[config.mk]
export PLATFORM = sky130hd
export DESIGN_NAME = seq_detector_param_flat
export DESIGN_NICKNAME = d
export VERILOG_FILES = /design/src/rtl/seq_detector_param_if.sv /design/src/rtl/seq_detector_param.sv /design/src/flat_wrapper.sv
export SDC_FILE = /design/constraint.sdc
export NUM_CORES = 1
export LEC_CHECK = 0
export CORE_MARGIN = 2
export CORE_UTILIZATION = 55
export CTS_CLUSTER_SIZE = 12
export DETAILED_ROUTE_END_ITERATION = 10
export PLACE_DENSITY_LB_ADDON = 0.12
export SYNTH_ARGS = -nofsm -noshare
export SYNTH_HDL_FRONTEND = slang
export SYNTH_SLANG_ARGS = --single-unit
[constraint.sdc]
create_clock -name clock -period 6.3 [get_ports clock]
set_input_delay 1.89 -clock clock [delete_from_list [all_inputs] [get_ports clock]]
set_output_delay 1.89 -clock clock [all_outputs]
set_load 0.05 [all_outputs]
[src/rtl/seq_detector_param_if.sv]
// Bundles the serial-detector sample/control inputs and match outputs so the
// source side (master) and the detector (slave) share one port.
interface seq_detector_param_if #(
   parameter int PATTERN_WIDTH = 4,
   parameter int COUNT_WIDTH   = 8
);
   logic                     en;
   logic                     w;
   logic                     load;
   logic [PATTERN_WIDTH-1:0] pattern_in;
   logic                     overlap;
   logic                     z;
   logic                     armed;
   logic [COUNT_WIDTH-1:0]   match_count;

   modport master (
      output en, w, load, pattern_in, overlap,
      input  z, armed, match_count
   );

   modport slave (
      input  en, w, load, pattern_in, overlap,
      output z, armed, match_count
   );
endinterface

[src/rtl/seq_detector_param.sv]
// Programmable serial pattern detector: shifts accepted bits into a history
// register and pulses z when the last PATTERN_WIDTH bits equal the loaded pattern.
module seq_detector_param #(
   parameter int PATTERN_WIDTH = 4,
   parameter int COUNT_WIDTH   = 8
) (
   input logic                clock,
   input logic                reset,
   seq_detector_param_if.slave bus
);
   localparam int FW = $clog2(PATTERN_WIDTH + 1);

   typedef enum logic [1:0] {EMPTY, FILL, ARMED} state_e;

   state_e                   state_q, state_d;
   logic [PATTERN_WIDTH-1:0] pat_q, pat_d;
   logic [PATTERN_WIDTH-1:0] hist_q, hist_d, hist_shift;
   logic [FW-1:0]            fill_q, fill_d;
   logic [COUNT_WIDTH-1:0]   cnt_q, cnt_d;
   logic                     z_q, z_d;
   logic                     armed_q, armed_d;

   always_comb begin
      state_d    = state_q;
      pat_d      = pat_q;
      hist_d     = hist_q;
      fill_d     = fill_q;
      cnt_d      = cnt_q;
      z_d        = 1'b0;
      hist_shift = {hist_q[PATTERN_WIDTH-2:0], bus.w};
      if (bus.load) begin
         // load wins over a same-cycle sample, so a match never spans a load
         state_d = FILL;
         pat_d   = bus.pattern_in;
         hist_d  = '0;
         fill_d  = '0;
         cnt_d   = '0;
      end else if (bus.en && state_q != EMPTY) begin
         hist_d = hist_shift;
         if (state_q == FILL) begin
            fill_d = fill_q + FW'(1);
            if (fill_d == FW'(PATTERN_WIDTH)) state_d = ARMED;
         end
         if (state_d == ARMED && hist_shift == pat_q) begin
            z_d = 1'b1;
            if (cnt_q != '1) cnt_d = cnt_q + COUNT_WIDTH'(1);
            // non-overlapping: the next match needs a full fresh window
            if (!bus.overlap) begin
               state_d = FILL;
               fill_d  = '0;
               hist_d  = '0;
            end
         end
      end
      armed_d = (state_d == ARMED);
   end

   always_ff @(posedge clock or negedge reset) begin
      if (!reset) begin
         state_q <= EMPTY;
         pat_q   <= '0;
         hist_q  <= '0;
         fill_q  <= '0;
         cnt_q   <= '0;
         z_q     <= 1'b0;
         armed_q <= 1'b0;
      end else begin
         state_q <= state_d;
         pat_q   <= pat_d;
         hist_q  <= hist_d;
         fill_q  <= fill_d;
         cnt_q   <= cnt_d;
         z_q     <= z_d;
         armed_q <= armed_d;
      end
   end

   assign bus.z           = z_q;
   assign bus.armed       = armed_q;
   assign bus.match_count = cnt_q;
endmodule

[src/flat_wrapper.sv]
// flat-port wrapper written by rule: the top's interface ports become plain ports
module seq_detector_param_flat 
#(
   parameter int PATTERN_WIDTH = 4,
   parameter int COUNT_WIDTH   = 8
)
  (clock, reset, bus_en, bus_w, bus_load, bus_pattern_in, bus_overlap, bus_z, bus_armed, bus_match_count);
  seq_detector_param_if #(.PATTERN_WIDTH(PATTERN_WIDTH), .COUNT_WIDTH(COUNT_WIDTH)) bus_i ();
  input logic clock;
  input logic reset;
  input wire logic [$bits(bus_i.en)-1:0] bus_en;
  input wire logic [$bits(bus_i.w)-1:0] bus_w;
  input wire logic [$bits(bus_i.load)-1:0] bus_load;
  input wire logic [$bits(bus_i.pattern_in)-1:0] bus_pattern_in;
  input wire logic [$bits(bus_i.overlap)-1:0] bus_overlap;
  output wire logic [$bits(bus_i.z)-1:0] bus_z;
  output wire logic [$bits(bus_i.armed)-1:0] bus_armed;
  output wire logic [$bits(bus_i.match_count)-1:0] bus_match_count;
  assign bus_i.en = bus_en;
  assign bus_i.w = bus_w;
  assign bus_i.load = bus_load;
  assign bus_i.pattern_in = bus_pattern_in;
  assign bus_i.overlap = bus_overlap;
  assign bus_z = bus_i.z;
  assign bus_armed = bus_i.armed;
  assign bus_match_count = bus_i.match_count;
  seq_detector_param #(.PATTERN_WIDTH(PATTERN_WIDTH), .COUNT_WIDTH(COUNT_WIDTH)) u_core (.clock(clock), .reset(reset), .bus(bus_i));
endmodule
==> flow_summary_export.csv, run 1 <==
group,metric,value,unit
timing,rsz0062_at_grt,"false",
timing,maxSlewHeadroom,0.288,
global_route,grtUsageTotal,0.194,
global_route,first_global_vias,824,
final_layout,antenna_cells,0,
cts,clock_latency,0.30,ns
global_route,grt_max_degree,25,
floorplan,coreArea,0.00196,mm2
timing,drv_slew,0,
power_and_ir_drop,p_total,0.000258,W
drt,post_drt_wl_per_cell,13.6,um
timing,skew,0.00184,ns
timing,fmax,261,MHz
min_path,hp-class,"register to register",
setup_path,reg2regPathDepth,5,
floorplan,ios,20,
cts,ctsResizeCount,0,
logic_synthesis,yosysUniqueCellTypes,37,
cts,cts_setup_buffers,0,
setup_path,rrSetupSlack,3.84,ns
final_layout,post_route_cells_drive_above_1_share,0.0873,
cts,hold_buffers,0,
final_layout,ff_latch_area,551,um2
final_layout,syn2layout_area_growth,19.5,%
logic_synthesis,postSynth.asyncResetShare,1.00,
final_layout,nNetsFinal,141,
drt,drt-total-wl,2090,um
outcome,status,"finished, final reports clean",
setup_path,r2r_start,"u_core.pat_q[3]",
setup_path,crit_fanout,11,
setup_path,cp-end-kind,"register",
floorplan,die_w,49.7,um
timing,tightest_slew,1.06,ns
global_route,antenna_found_initial,0,
setup_path,critical_path_arrival,4.02,ns
setup_path,cp-endpoint,"u_core.bus.armed",
drt,drt-initial-drc-count,8,
global_route,overflow,0,
floorplan,rows,16,
placed_design,io_buffers,19,
logic_synthesis,ys_warn_count,0,
drt,drc,0,
setup_path,cp.required,6.50,ns
drt,viasPerCell,5.57,
run,maxCapViolations,0,
placed_design,gp_congestion,0.778,
logic_synthesis,synth_area_per_cell,10.5,um2
drt,ant_nets,0,
logic_synthesis,synth_nets,122,
setup_path,critPathKind,"input port to register",
logic_synthesis,synth_ff_type,"dfrtp_1",
logic_synthesis,ys_ff_latch,22,
final_layout,fillers,166,
cts,clk_pin_slew,0.12,ns
power_and_ir_drop,power_density,188,mW/mm2
cts,cts_tree,"done",
power_and_ir_drop,power.leakage,0.588,nW
cts,cts_buffer_depth,2,
placed_design,place_hpwl,1530,um
setup_path,critical_path.startpoint,"bus_w",
logic_synthesis,syn-instance-count,109,
power_and_ir_drop,ir_worst_vdd,0.137,mV
floorplan,start_util,0.585,
drt,vias,852,
final_layout,multi_input_area,563,um2
global_route,grt_first_pass_wirelength,3670,um
cts,clock_sinks,22,
timing,finalSetupViolCount,0,
cts,cts_root_buf,"clkbuf_4",
logic_synthesis,yosysSeqAreaShare,0.480,
timing,hold_viol,0,
floorplan,die_area,0.00247,mm2
logic_synthesis,netlist_area,0.00115,mm2
drt,drt_pass1_iterations,4,
cts,cts-buffers-inserted,3,
logic_synthesis,synth_edf_count,0,
setup_path,timing.rr.end,"u_core.bus.armed",
cts,htree_num_levels,1,
timing,timing.final.crit_share,0.608,
floorplan,die_h,49.7,um
timing,min_period,3.83,ns
timing,fin_tns_setup,0,ns
setup_path,cp-start-kind,"input port",
## cells in the mapped netlist, types with 2 or more instances
cell type / count / area share
a2bb2oi_1: 3 / 0.023
nand2_1: 6 / 0.020
clkbuf_1: 2 / 0.0065
a211oi_1: 3 / 0.020
o21ai_0: 3 / 0.013
ha_1: 3 / 0.033
nand3_1: 7 / 0.031
mux2_2: 4 / 0.039
or3_1: 2 / 0.011
buf_2: 2 / 0.0087
a21oi_1: 3 / 0.013
nor4_1: 2 / 0.011
inv_1: 3 / 0.0098
dfrtp_1: 22 / 0.48
nor2_1: 11 / 0.036
mux2i_1: 2 / 0.017
and3_1: 2 / 0.011
xnor2_1: 2 / 0.015
nand4_1: 2 / 0.011
xor2_1: 8 / 0.061
## power by group
| part | switching (W) | total, W | internal [W] |
|---|---|---|---|
| clock network | 0.0000405 | 0.0000627 | 0.0000223 |
| registers | 0.00000560 | 0.000154 | 0.000148 |
| logic | 0.0000221 | 0.0000413 | 0.0000191 |
## metrics by stage
stage / cell area (um2) / hold slack [ns] / util / instances / worst slack [ns]
after global placement: 1350 / 0.517 / 0.688 / 150 / 2.25
final: 1370 / 0.540 / 0.699 / 153 / 2.47
after global routing: 1370 / 0.562 / 0.699 / 153 / 2.31
after detailed placement: 1350 / 0.518 / 0.688 / 150 / 2.15
after CTS: 1370 / 0.544 / 0.699 / 153 / 2.47
after floorplan: 1150 / 0.501 / - / 109 / 3.00
## kinds of logic after synthesis
kind of cell	after synthesis	share of synthesized area
buf+inv	8	0.0294
flops	22	0.480
compound gates	20	0.143
xor+xnor	10	0.0763
mux	6	0.0567
simple gates	40	0.182
fa+ha+maj	3	0.0327
## how the worst min path moves through the flow
stage	depth (start not counted)	slack [ns]	startpoint	to
3_3_place_gp	1	0.52	u_core.pat_q[0]	u_core.pat_q[0]
5_1_grt	1	0.56	u_core.pat_q[2]	u_core.pat_q[2]
3_5_place_dp	1	0.52	u_core.pat_q[0]	u_core.pat_q[0]
2_1_floorplan	2	0.50	u_core.hist_q[2]	u_core.hist_q[2]
6_report	1	0.54	u_core.pat_q[0]	u_core.pat_q[0]
4_1_cts	1	0.54	u_core.pat_q[0]	u_core.pat_q[0]
## layout by cell type (no fill, tap or decap), types with 4 or more instances in the layout
cell type and instances:
nor2_1 11, xor2_1 8, nand3_1 7, mux2_2 4, nand2_1 6, dfrtp_1 22
clkdlybuf4s50_1 19
## final cells by class
cell class,count,share of cell area
Timing Repair Buffer,19,0.139
Multi-Input combinational cell,79,0.411
Clock buffer,3,0.0164
Sequential cell,22,0.401
Inverter,3,0.00821
Tap cell,27,0.0246
## state kept, by name, summed over array words and instances, names as in the netlist
signal / count
u_core.bus.match_count: 8
u_core.pat_q: 4
u_core.fill_q: 3
u_core.hist_q: 3
u_core.state_q: 2
u_core.bus.armed: 1
u_core.bus.z: 1
## worst max-delay path: stages
cell	delay, ns
clkdlybuf4s50_1	0.45
xor2_1	0.20
a21o_1	0.18
nor3_1	0.81
a2111oi_0	0.23
or2_1	0.27
## per-layer routing
layer / track usage / vias to the layer above / routed length, um
li1: - / 425 / -
met1: 0.267 / 407 / 1020
met2: 0.311 / 18 / 986
met3: 0.0394 / 2 / 69
met4: 0.0556 / 0 / 13
met5: 0 / - / 0
(Power assumes the default switching activity.)
==> run 2: changes to the inputs <==
Settings changed: CORE_UTILIZATION 55 to 51.
Clock period 6.3 ns to 3.6 ns, I/O delays scaled along.
==> run 2 against run 1 <==
- non-clock buffer count increased by 4
- sequential share of layout area decreased by 1.3 points
- combinational power rose by 79%
- clock-buffer cell count is 1 higher
- hold slack better by 0.0076 ns
- critical path depth is the same
- clock power grew 120%
- clock skew is 0.0070 ns higher
- register-to-register slack worse by 2.5 ns
==> flow_summary_export.csv, run 2 (synthesis gave the netlist of run 1 again) <==
group,metric,value,unit
global_route,grt_first_pass_wirelength,3860,um
setup_path,critPathKind,"input port to register",
floorplan,rows,17,
timing,min_period,2.84,ns
final_layout,antenna_cells,0,
cts,htree_num_levels,1,
timing,fmax,352,MHz
drt,drt-initial-drc-count,9,
global_route,overflow,0,
global_route,grtUsageTotal,0.199,
setup_path,critical_path_arrival,3.10,ns
cts,clock_latency,0.32,ns
global_route,first_global_vias,889,
final_layout,nNetsFinal,145,
final_layout,final_cell_mix,"dfrtp_1 (22), clkdlybuf4s50_1 (19), nor2_1 (11)",
power_and_ir_drop,power_density,341,mW/mm2
global_route,antenna_found_initial,0,
timing,tightest_slew,0.677,ns
global_route,grt_max_degree,25,
min_path,hp-class,"register to register",
cts,cts_setup_buffers,0,
power_and_ir_drop,power.leakage,0.616,nW
cts,clk_pin_slew,0.13,ns
final_layout,post_route_cells_drive_above_1_share,0.122,
timing,timing.final.crit_share,0.790,
setup_path,cp-start-kind,"input port",
setup_path,crit_fanout,8,
final_layout,largest_reg_flops,8,
drt,vias,880,
placed_design,io_buffers,19,
timing,holdWs,0.547,ns
cts,cts-buffers-inserted,3,
drt,ant_nets,0,
floorplan,ios,20,
timing,finalSetupViolCount,0,
drt,post_drt_wl_per_cell,13.8,um
outcome,status,"finished, final reports clean",
floorplan,die_area,0.00265,mm2
power_and_ir_drop,switching_share,0.263,
cts,clock_sinks,22,
drt,drt_pass1_iterations,4,
power_and_ir_drop,intPower,0.000357,W
timing,fin_tns_setup,0,ns
power_and_ir_drop,combPwrFrac,0.153,
cts,cts_root_buf,"clkbuf_4",
timing,rsz0062_at_grt,"false",
cts,cts_tree,"done",
cts,cts_buffer_depth,2,
power_and_ir_drop,seqPwrFrac,0.558,
floorplan,coreArea,0.00217,mm2
setup_path,cp.required,3.85,ns
timing,hold_viol,0,
power_and_ir_drop,ir_worst_vdd,0.297,mV
run,maxCapViolations,0,
drt,viasPerCell,5.53,
timing,maxSlewHeadroom,0.545,
power_and_ir_drop,pwr-share-clk,0.289,
floorplan,die_h,51.4,um
placed_design,gp_congestion,0.832,
final_layout,syn2layout_area_growth,23.4,%
drt,drt-total-wl,2200,um
final_layout,layout_commonest_cell,"dfrtp_1",
floorplan,die_w,51.4,um
cts,ctsResizeCount,0,
power_and_ir_drop,p_sw,0.000127,W
timing,skew,0.00882,ns
drt,drc,0,
cts,hold_buffers,0,
timing,drv_slew,0,
setup_path,cp-end-kind,"register",
floorplan,start_util,0.529,
placed_design,place_hpwl,1560,um
==> run 2: worst paths after layout <==
kind	startpoint	endpoint	slack, ns	cells past startpoint
min reg2reg	u_core.pat_q[3]	u_core.pat_q[3]	0.55	1
min in group asynchronous	reset	u_core.bus.match_count[1]	1.08	2
max in group asynchronous	reset	u_core.fill_q[0]	2.29	2
max reg2reg	u_core.fill_q[0]	u_core.bus.match_count[7]	1.38	7
min	u_core.pat_q[3]	u_core.pat_q[3]	0.55	1
max	bus_en	u_core.bus.match_count[7]	0.76	6
==> run 2: layer usage <==
metal  up-vias  track usage  wire [um]  part of all wire
met3         5       0.0351         81             0.037
met2        16        0.331       1040              0.47
met4         0       0.0833         36             0.016
met1       425        0.255       1040              0.47
li1        434            -          -                 -
met5         -            0          0                 0
==> run 2: worst max-delay path, stage by stage <==
cell and delay [ns]:
clkdlybuf4s50_1 0.60, o21ai_1 0.21, a211oi_2 0.40, nand2_2 0.15
or4_1 0.49, a21oi_1 0.16
==> run 2: metrics by stage <==
step / std cells / instance area [um2] / utilization / setup WS [ns] / power [W]
after CTS: 159 / 1420 / 0.653 / 0.751 / 0.000486
after floorplan: 109 / 1150 / - / 1.11 / 0.000322
final: 159 / 1420 / 0.653 / 0.757 / 0.000484
after global routing: 159 / 1420 / 0.653 / 0.585 / 0.000506
after detailed placement: 155 / 1380 / 0.636 / 0.458 / 0.000350
after global placement: 155 / 1380 / 0.636 / 0.553 / 0.000346
==> run 2: layout make-up <==
cell class | instances | area, um2
Sequential cell | 22 | 551
Inverter | 3 | 11.3
Clock buffer | 4 | 36.3
Multi-Input combinational cell | 79 | 563
Fill cell | 200 | 753
Tap cell | 28 | 35.0
Timing Repair Buffer | 23 | 220
==> run 2: power by group through the flow <==
stage / clock (W) / combinational, W / sequential (W)
6_report: 0.000140 / 0.0000738 / 0.000270
5_1_grt: 0.000150 / 0.0000844 / 0.000272
4_1_cts: 0.000141 / 0.0000756 / 0.000270
3_5_place_dp: 0 / 0.0000750 / 0.000275
3_3_place_gp: 0 / 0.0000721 / 0.000274
2_1_floorplan: 0 / 0.0000499 / 0.000272
==> run 3: changes to the inputs <==
Clock period 3.6 ns to 2.7 ns, I/O delays scaled along.
==> run 3 against run 2 <==
- power rose by 33%
- sequential power up 33%
- via count increased by 2.2%
- register-to-register slack worse by 0.79 ns
- hold slack about the same
- clock-buffer cell count unchanged
- routed wire length fell by 0.59%
- setup slack worse by 0.45 ns
- first-iteration DRC count grew 78%
- global-route usage fell by 0.72 points
- clock power grew 31%
- sequential cell count unchanged
- critical endpoint is now bus_match_count[0]
==> flow_summary_export.csv, run 3 (synthesis gave the netlist of run 1 again) <==
group,metric,value,unit
placed_design,io_buffers,19,
timing,rsz0062_at_grt,"false",
final_layout,post_route_cells_drive_above_1_share,0.135,
cts,clock_sinks,22,
setup_path,cp.required,1.89,ns
power_and_ir_drop,combPwrFrac,0.161,
timing,fin_tns_setup,0,ns
placed_design,gp_congestion,0.804,
timing,min_period,2.39,ns
setup_path,reg2regPathDepth,7,
setup_path,cp.depth,1,
timing,worst_slack,0.311,ns
final_layout,fin_area,0.00143,mm2
outcome,status,"finished, final reports clean",
final_layout,layout_commonest_cell,"dfrtp_1",
placed_design,place_hpwl,1600,um
floorplan,rows,17,
global_route,grtUsageTotal,0.192,
floorplan,die_w,51.4,um
power_and_ir_drop,ir_worst_vdd,0.398,mV
min_path,hp-class,"register to register",
setup_path,critical_path_arrival,1.58,ns
floorplan,start_util,0.529,
cts,cts_root_buf,"clkbuf_4",
setup_path,cp-start-kind,"register",
final_layout,fillers,190,
power_and_ir_drop,p_total,0.000646,W
power_and_ir_drop,p_sw,0.000167,W
timing,fmax,419,MHz
global_route,first_global_vias,864,
floorplan,coreArea,0.00217,mm2
min_path,whs_path_depth,1,
cts,cts-buffers-inserted,3,
global_route,antenna_found_initial,0,
drt,drt_pass1_iterations,4,
setup_path,critPathSlowestCell,"clkdlybuf4s50_1",
power_and_ir_drop,pwr-share-clk,0.283,
cts,cts_tree,"done",
floorplan,ios,20,
final_layout,nNetsFinal,147,
timing,hold_viol,0,
timing,skew,0.00435,ns
timing,maxSlewHeadroom,0.659,
power_and_ir_drop,power_density,451,mW/mm2
drt,viasPerCell,5.58,
global_route,grt_max_degree,24,
timing,tightest_slew,0.510,ns
power_and_ir_drop,switching_share,0.259,
power_and_ir_drop,seqPwrFrac,0.556,
floorplan,die_area,0.00265,mm2
timing,timing.final.crit_share,0.885,
drt,drt-total-wl,2180,um
cts,ctsResizeCount,0,
timing,drv_slew,0,
drt,ant_nets,0,
setup_path,crit_path_max_incr_delay,0.84,ns
power_and_ir_drop,intPower,0.000478,W
floorplan,die_h,51.4,um
run,maxCapViolations,0,
final_layout,largest_reg_flops,8,
drt,drc,0,
cts,cts_setup_buffers,0,
cts,hold_buffers,0,
cts,clock_latency,0.31,ns
setup_path,crit_buf_inv,1,
placed_design,dpl_cell_area,0.00140,mm2
timing,finalSetupViolCount,0,
global_route,overflow,0,
cts,htree_num_levels,1,
setup_path,worstPathCellList,"clkdlybuf4s50_1",
final_layout,antenna_cells,0,
final_layout,final_cell_mix,"dfrtp_1 (22), clkdlybuf4s50_1 (19), nor2_1 (11)",
setup_path,critPathKind,"register to output port",
drt,vias,899,
drt,post_drt_wl_per_cell,13.6,um
power_and_ir_drop,power.leakage,0.626,nW
cts,clk_pin_slew,0.12,ns
final_layout,syn2layout_area_growth,24.8,%
cts,cts_buffer_depth,2,
global_route,grt_first_pass_wirelength,3750,um
setup_path,crit_fanout,4,
placed_design,dp_slack,0.0198,ns
setup_path,cp-end-kind,"output port",
drt,drt-initial-drc-count,16,
setup_path,crit_family,"buffers and inverters",
run 3: changes by cell type in the layout (fill, tap and decap cells not counted), sizes merged:
cell,delta
buf,+2
run 3: layout make-up:
cell class	instances	area [um2]	area share
Tap cell	28	35.0	0.0245
Timing Repair Buffer	25	235	0.164
Clock buffer	4	36.3	0.0253
Multi-Input combinational cell	79	563	0.393
Sequential cell	22	551	0.385
Inverter	3	11.3	0.00787
run 3: worst paths after layout:
check	start	endpoint	slack, ns
worst max-delay path	u_core.bus.match_count[0]	bus_match_count[0]	0.31
worst max register to register	u_core.fill_q[0]	u_core.bus.match_count[7]	0.59
worst min register to register	u_core.pat_q[3]	u_core.pat_q[3]	0.55
max in group asynchronous	reset	u_core.bus.match_count[4]	1.65
worst min-delay path	u_core.pat_q[3]	u_core.pat_q[3]	0.55
min in group asynchronous	reset	u_core.state_q[1]	0.83
run 3: per-stage QoR:
stage / utilization / instances / hold slack (ns)
2_1_floorplan: - / 109 / 0.501
3_3_place_gp: 0.643 / 157 / 0.515
3_5_place_dp: 0.643 / 157 / 0.522
4_1_cts: 0.660 / 161 / 0.550
5_1_grt: 0.660 / 161 / 0.556
6_report: 0.660 / 161 / 0.547
run 3: metal layers:
metal  part of all wire  global-route usage  vias up
met5                  0                   0        -
met3              0.041              0.0380        5
li1                   -                   -      437
met1               0.48               0.260      436
met2               0.46               0.288       21
met4              0.020               0.105        0
run 3: power by group through the flow:
stage	Combinational (W)	Clock [W]	Sequential, W
2_1_floorplan	0.0000665	0	0.000363
3_3_place_gp	0.000100	0	0.000365
3_5_place_dp	0.000104	0	0.000366
4_1_cts	0.000105	0.000186	0.000359
5_1_grt	0.000117	0.000201	0.000361
6_report	0.000104	0.000183	0.000359
